--- src/rtl/mem_arbiter_pkg.sv ---
// Shared types for the memory_controller bus arbiter.
// FSM states and round-robin grant encodings.
package mem_arbiter_pkg;

    typedef enum logic [1:0] {
        IDLE,
        ISSUE,
        WAIT,
        DONE
    } state_t;

    localparam logic GRANT_INST = 1'b0;
    localparam logic GRANT_DATA = 1'b1;

endpackage

--- src/rtl/memory_arbiter.sv ---
// Round-robin arbiter sharing the memory_controller bus between fetch and data.
// Drives the enable / busy-rise / busy-fall handshake and returns a one-cycle ack.
module memory_arbiter
    import mem_arbiter_pkg::*;
#(
    parameter int ADDR_SIZE    = 64,
    parameter int DATA_SIZE    = 64,
    parameter int BYTE_NUM     = 8,
    parameter int BUSY_TIMEOUT = 4
) (
    input  logic                 clock,
    input  logic                 reset,
    input  logic                 inst_req,
    input  logic [ADDR_SIZE-1:0] inst_addr,
    output logic [DATA_SIZE-1:0] inst_rd_data,
    output logic                 inst_ack,
    input  logic                 data_rd_req,
    input  logic                 data_wr_req,
    input  logic [ADDR_SIZE-1:0] data_addr,
    input  logic [BYTE_NUM-1:0]  data_byte_en,
    input  logic [DATA_SIZE-1:0] data_wr_data,
    output logic [DATA_SIZE-1:0] data_rd_data,
    output logic                 data_ack,
    output logic                 mem_rd_en,
    output logic                 mem_wr_en,
    output logic [BYTE_NUM-1:0]  mem_byte_en,
    output logic [DATA_SIZE-1:0] mem_wr_data,
    output logic [ADDR_SIZE-1:0] mem_addr,
    input  logic [DATA_SIZE-1:0] mem_rd_data,
    input  logic                 mem_busy
);

    localparam int CNT_W = (BUSY_TIMEOUT > 1) ? $clog2(BUSY_TIMEOUT) : 1;
    localparam logic [CNT_W-1:0] CNT_LAST = CNT_W'(BUSY_TIMEOUT - 1);

    state_t state_q, state_d;
    logic grant_q, grant_d;
    logic last_q, last_d;
    logic [CNT_W-1:0] cnt_q, cnt_d;

    logic                 rd_en_d, wr_en_d;
    logic [BYTE_NUM-1:0]  byte_en_d;
    logic [DATA_SIZE-1:0] wr_data_d;
    logic [ADDR_SIZE-1:0] addr_d;
    logic [DATA_SIZE-1:0] inst_data_d, data_data_d;
    logic                 inst_ack_d, data_ack_d;
    logic                 finish;

    logic data_any;
    logic pick_data;

    assign data_any  = data_rd_req | data_wr_req;
    // On a tie the port that did not win last time goes next.
    assign pick_data = data_any & (~inst_req | (last_q == GRANT_INST));

    always_ff @(posedge clock or posedge reset) begin
        if (reset) begin
            state_q <= IDLE;
        end else begin
            state_q <= state_d;
        end
    end

    always_comb begin
        state_d     = state_q;
        grant_d     = grant_q;
        last_d      = last_q;
        cnt_d       = cnt_q;
        rd_en_d     = mem_rd_en;
        wr_en_d     = mem_wr_en;
        byte_en_d   = mem_byte_en;
        wr_data_d   = mem_wr_data;
        addr_d      = mem_addr;
        inst_data_d = inst_rd_data;
        data_data_d = data_rd_data;
        inst_ack_d  = 1'b0;
        data_ack_d  = 1'b0;
        finish      = 1'b0;

        unique case (state_q)
            IDLE: begin
                rd_en_d = 1'b0;
                wr_en_d = 1'b0;
                if (!mem_busy && (inst_req || data_any)) begin
                    state_d = ISSUE;
                    cnt_d   = '0;
                    if (pick_data) begin
                        grant_d   = GRANT_DATA;
                        addr_d    = data_addr;
                        byte_en_d = data_byte_en;
                        wr_data_d = data_wr_data;
                        wr_en_d   = data_wr_req;
                        rd_en_d   = ~data_wr_req;
                    end else begin
                        grant_d   = GRANT_INST;
                        addr_d    = inst_addr;
                        byte_en_d = '1;
                        wr_data_d = '0;
                        rd_en_d   = 1'b1;
                    end
                end
            end
            ISSUE: begin
                cnt_d = cnt_q + 1'b1;
                if (mem_busy) begin
                    state_d = WAIT;
                end else if (cnt_q == CNT_LAST) begin
                    finish = 1'b1;
                end
            end
            WAIT: begin
                if (!mem_busy) begin
                    finish = 1'b1;
                end
            end
            DONE: begin
                rd_en_d = 1'b0;
                wr_en_d = 1'b0;
                last_d  = grant_q;
                state_d = IDLE;
            end
        endcase

        if (finish) begin
            state_d = DONE;
            rd_en_d = 1'b0;
            wr_en_d = 1'b0;
            if (grant_q == GRANT_DATA) begin
                data_ack_d = 1'b1;
                if (mem_rd_en) begin
                    data_data_d = mem_rd_data;
                end
            end else begin
                inst_ack_d  = 1'b1;
                inst_data_d = mem_rd_data;
            end
        end
    end

    always_ff @(posedge clock or posedge reset) begin
        if (reset) begin
            grant_q      <= GRANT_INST;
            last_q       <= GRANT_INST;
            cnt_q        <= '0;
            mem_rd_en    <= 1'b0;
            mem_wr_en    <= 1'b0;
            mem_byte_en  <= '0;
            mem_wr_data  <= '0;
            mem_addr     <= '0;
            inst_rd_data <= '0;
            data_rd_data <= '0;
            inst_ack     <= 1'b0;
            data_ack     <= 1'b0;
        end else begin
            grant_q      <= grant_d;
            last_q       <= last_d;
            cnt_q        <= cnt_d;
            mem_rd_en    <= rd_en_d;
            mem_wr_en    <= wr_en_d;
            mem_byte_en  <= byte_en_d;
            mem_wr_data  <= wr_data_d;
            mem_addr     <= addr_d;
            inst_rd_data <= inst_data_d;
            data_rd_data <= data_data_d;
            inst_ack     <= inst_ack_d;
            data_ack     <= data_ack_d;
        end
    end

endmodule

--- config.mk ---
export PLATFORM = sky130hd
export DESIGN_NAME = memory_arbiter
export DESIGN_NICKNAME = d
export VERILOG_FILES = /design/src/rtl/mem_arbiter_pkg.sv /design/src/rtl/memory_arbiter.sv
export SDC_FILE = /design/constraint.sdc
export NUM_CORES = 1
export LEC_CHECK = 0
export ABC_AREA = 1
export BUFFER_PORTS_ARGS = -buffer_cell sky130_fd_sc_hd__buf_4
export CELL_PAD_IN_SITES_DETAIL_PLACEMENT = 1
export CELL_PAD_IN_SITES_GLOBAL_PLACEMENT = 1
export CORE_AREA = 4 4 209 211
export CTS_CLUSTER_DIAMETER = 120
export DETAILED_ROUTE_END_ITERATION = 10
export DIE_AREA = 0 0 213 215
export GPL_TIMING_DRIVEN = 0
export PLACE_DENSITY_LB_ADDON = 0.1
export REMOVE_ABC_BUFFERS = 1
export SLEW_MARGIN = 40
export SYNTH_ARGS = -nofsm -noshare
export SYNTH_HDL_FRONTEND = slang
export SYNTH_SLANG_ARGS = --single-unit
export TNS_END_PERCENT = 10
--- constraint.sdc ---
create_clock -name clock -period 12.1 [get_ports clock]
set_input_delay 2.42 -clock clock [delete_from_list [all_inputs] [get_ports clock]]
set_output_delay 2.42 -clock clock [all_outputs]
set_load 0.02 [all_outputs]
==> results.md <==
* Filler cells at between 4000 and 5000
* CP Launch Type: input port
* Worst slew pin tran at 576 ps
* # rows at 75
* Post-Synthesis Cells at 1290
* Vias in the first global route at ~12000
* CTS Buf Count at 34
* Synth cell types at 20
* Setup CP Type: in2reg
* Total grt overflow at 0
* RSZ-0062 raised after global routing: no
* Most frequent cell after synthesis: nand2_1
* Design Area, Final at 17500 µm²
* Max-Slew Margin vs Limit at 0.616
* DP Area at 16500 µm²
* Largest area contributor in the netlist: dfrtp_1
* Synth Register Bits at 274
* Cell area after synthesis at 11500 µm²
* Die area at 45800 µm²
* Worst-path clk slew at 60 ps
* Setup total negative slack at 0 ps
* Sw Ratio at 0.411
* Number of synthesized flops with an enable pin at 0
* Crit end category: flop
* CTS max path bufs at 3
* Layout cells sized above 1 at 0.345
* Sequential power share at 0.331
* Antenna-violating nets left at 0
* I/O pin cnt at 538
* 1st-pass router iterations at 4
* Final hold viol count at 0
* First-pass GRT wire length at 73.2 mm
* Switch Pwr at 1.95 mW
* Initial antenna violation count at 6
* Pint at 2.78 mW
* # Post-CTS Setup Buffers at 0
* Period Utilization, post-route at 0.302
* Clock latency on the worst-skew pair at 520 ps
* P_leak at 9.22 nW
* Yosys warning count at 0
* Comb pwr share at 0.464
* Wire per inst at around 21 µm
* Gr usage total at 0.207
* Commonest register cell after synthesis: dfrtp_1
* Final setup vio count at 0
* Final WS setup at 8440 ps
* PnR Total Power at 4.73 mW
* Tmin final at between 3000 and 4000 ps
* Total length of routed wires at a little under 50 mm
* CP Data Arrival Time at 4070 ps
* Estimated wirelength of the detail-placed design at 36.5 mm
* Post-CTS Hold Buffers at 0
* Mean Syn Cell Area at around 9 µm²
* Commonest cells post-synth: 550 x nand2_1, 274 x dfrtp_1, 142 x o21ai_0
* Max-cap viol count at 0
* Root Driver: clkbuf_16
* F_max at between 200 and 300 MHz
* # port buffers at 537
* Initial Utilization at 0.275
* Final slew viol count at 0
* Post-cts gate resize count at 0
* CTS tree: yes
* Pre-CTS setup slack at 7910 ps
* Via-per-instance ratio at approximately 4.7
* Run status: complete, no violations
* # DRC at 0
* Area share of the largest cell type after synthesis at 0.598
* Post-layout nets at just over 2000
* Htree depth at 2
* Max IR drop VDD at 0.000105 V
* Largest net degree at the start of global routing at 75
* Die Ht at 215 µm
* Final Core Density at 0.420
* Clk pwr share at 0.205
* Worst path required time at between 10000 and 15000 ps
* Core box area at roughly 42000 µm²
* Routed via count at 11000
* Clock Sinks at 274
* Sequential area share after synthesis at 0.598
* Fin Clk Skew at 12.1 ps
* Power Density at roughly 270 nW/µm²
* Die width at 213 µm
* Main area contributors after synthesis: dfrtp_1 60%, nand2_1 18%, o21ai_0 6.2%
* Critical Path Fanout Max at 24
* Area growth syn-to-layout at 52.8%
* Worst hold path class: reg2reg
* 1st-iter DRT viols at 470
* Async set or reset register ratio after synthesis at 1.00
* Gpl congestion at between 0.7 and 0.8
-- registers in the layout, indices dropped and copies added (netlist names) --
register and cells:
state_q 2, cnt_q 2, data_ack 1, inst_rd_data 64
inst_ack 1, grant_q 1, mem_wr_data 64, mem_rd_en 1
mem_addr 64, mem_byte_en 8, data_rd_data 64, mem_wr_en 1
last_q 1
-- power groups by stage --
| stage | clock [mW] | sequential [mW] | combinational (mW) |
|---|---|---|---|
| after floorplan | 0 | 2.04 | 0.564 |
| after global placement | 0 | 1.58 | 2.12 |
| after detailed placement | 0 | 1.58 | 2.24 |
| after CTS | 1.01 | 1.57 | 2.24 |
| after global routing | 1.04 | 1.62 | 2.38 |
| final | 0.968 | 1.57 | 2.20 |
-- logic make-up after synthesis --
group | share of synthesized area
simple gates | 0.245
flops | 0.598
compound gates | 0.105
buf+inv | 0.0466
fa+ha+maj | 0.00546
-- area by class of cell --
class | instances | area, µm² | share of cell area
Antenna cell | 4 | 10.0 | 0.000571
Clock buffer | 48 | 1000 | 0.0573
Clock inverter | 4 | 23.8 | 0.00136
Inverter | 13 | 68.8 | 0.00393
Multi-Input combinational cell | 909 | 4100 | 0.234
Sequential cell | 274 | 6860 | 0.392
Tap cell | 539 | 674 | 0.0385
Timing Repair Buffer | 569 | 4780 | 0.273
-- worst paths after layout --
path                       slack, ps  cells after the start      startpoint         endpoint
max                             8440                     10     data_wr_req     mem_addr[36]
min                              480                      2  mem_byte_en[1]   mem_byte_en[1]
max reg2reg                     9740                      9      state_q[0]     mem_addr[36]
min reg2reg                      480                      2  mem_byte_en[1]   mem_byte_en[1]
max in group asynchronous       8920                      5           reset  mem_wr_data[22]
min in group asynchronous       1890                      2           reset     mem_addr[59]
-- worst max-delay path, stage by stage --
cell	delay, ps
buf_4	110
nor2_1	40
nand2_1	70
nand2_2	90
nor2_4	450
buf_16	220
buf_16	170
buf_8	190
nand3_1	140
o21a_1	130
-- layer usage --
layer  part of all wire  track usage  wire [µm]  vias to the layer above
li1                   -            -          -                     5202
met1               0.39        0.242      18900                     5427
met2               0.49        0.352      24200                      321
met3              0.092       0.0847       4510                       72
met4              0.024       0.0535       1190                        4
met5            0.00055            0         27                        -
-- layout by cell type (no fill, tap or decap), drive strengths merged --
master / Yosys / routed
buf: 58 / 569
clkbuf: 36 / 48
clkinv: 0 / 3
dfrtp: 274 / 274
diode: 0 / 4
ha: 5 / 5
inv: 13 / 14
nand2: 551 / 551
nand3: 136 / 136
nand4: 2 / 2
nor2: 8 / 8
o21a: 64 / 64
o21ai: 143 / 143
-- through the flow --
step / instances / hold slack, ps
2_1_floorplan: 1196 / 453
3_3_place_gp: 2272 / 464
3_5_place_dp: 2304 / 466
4_1_cts: 2356 / 481
5_1_grt: 2359 / 497
6_report: 2360 / 479
No activity file was read; power rests on OpenSTA's default activity.
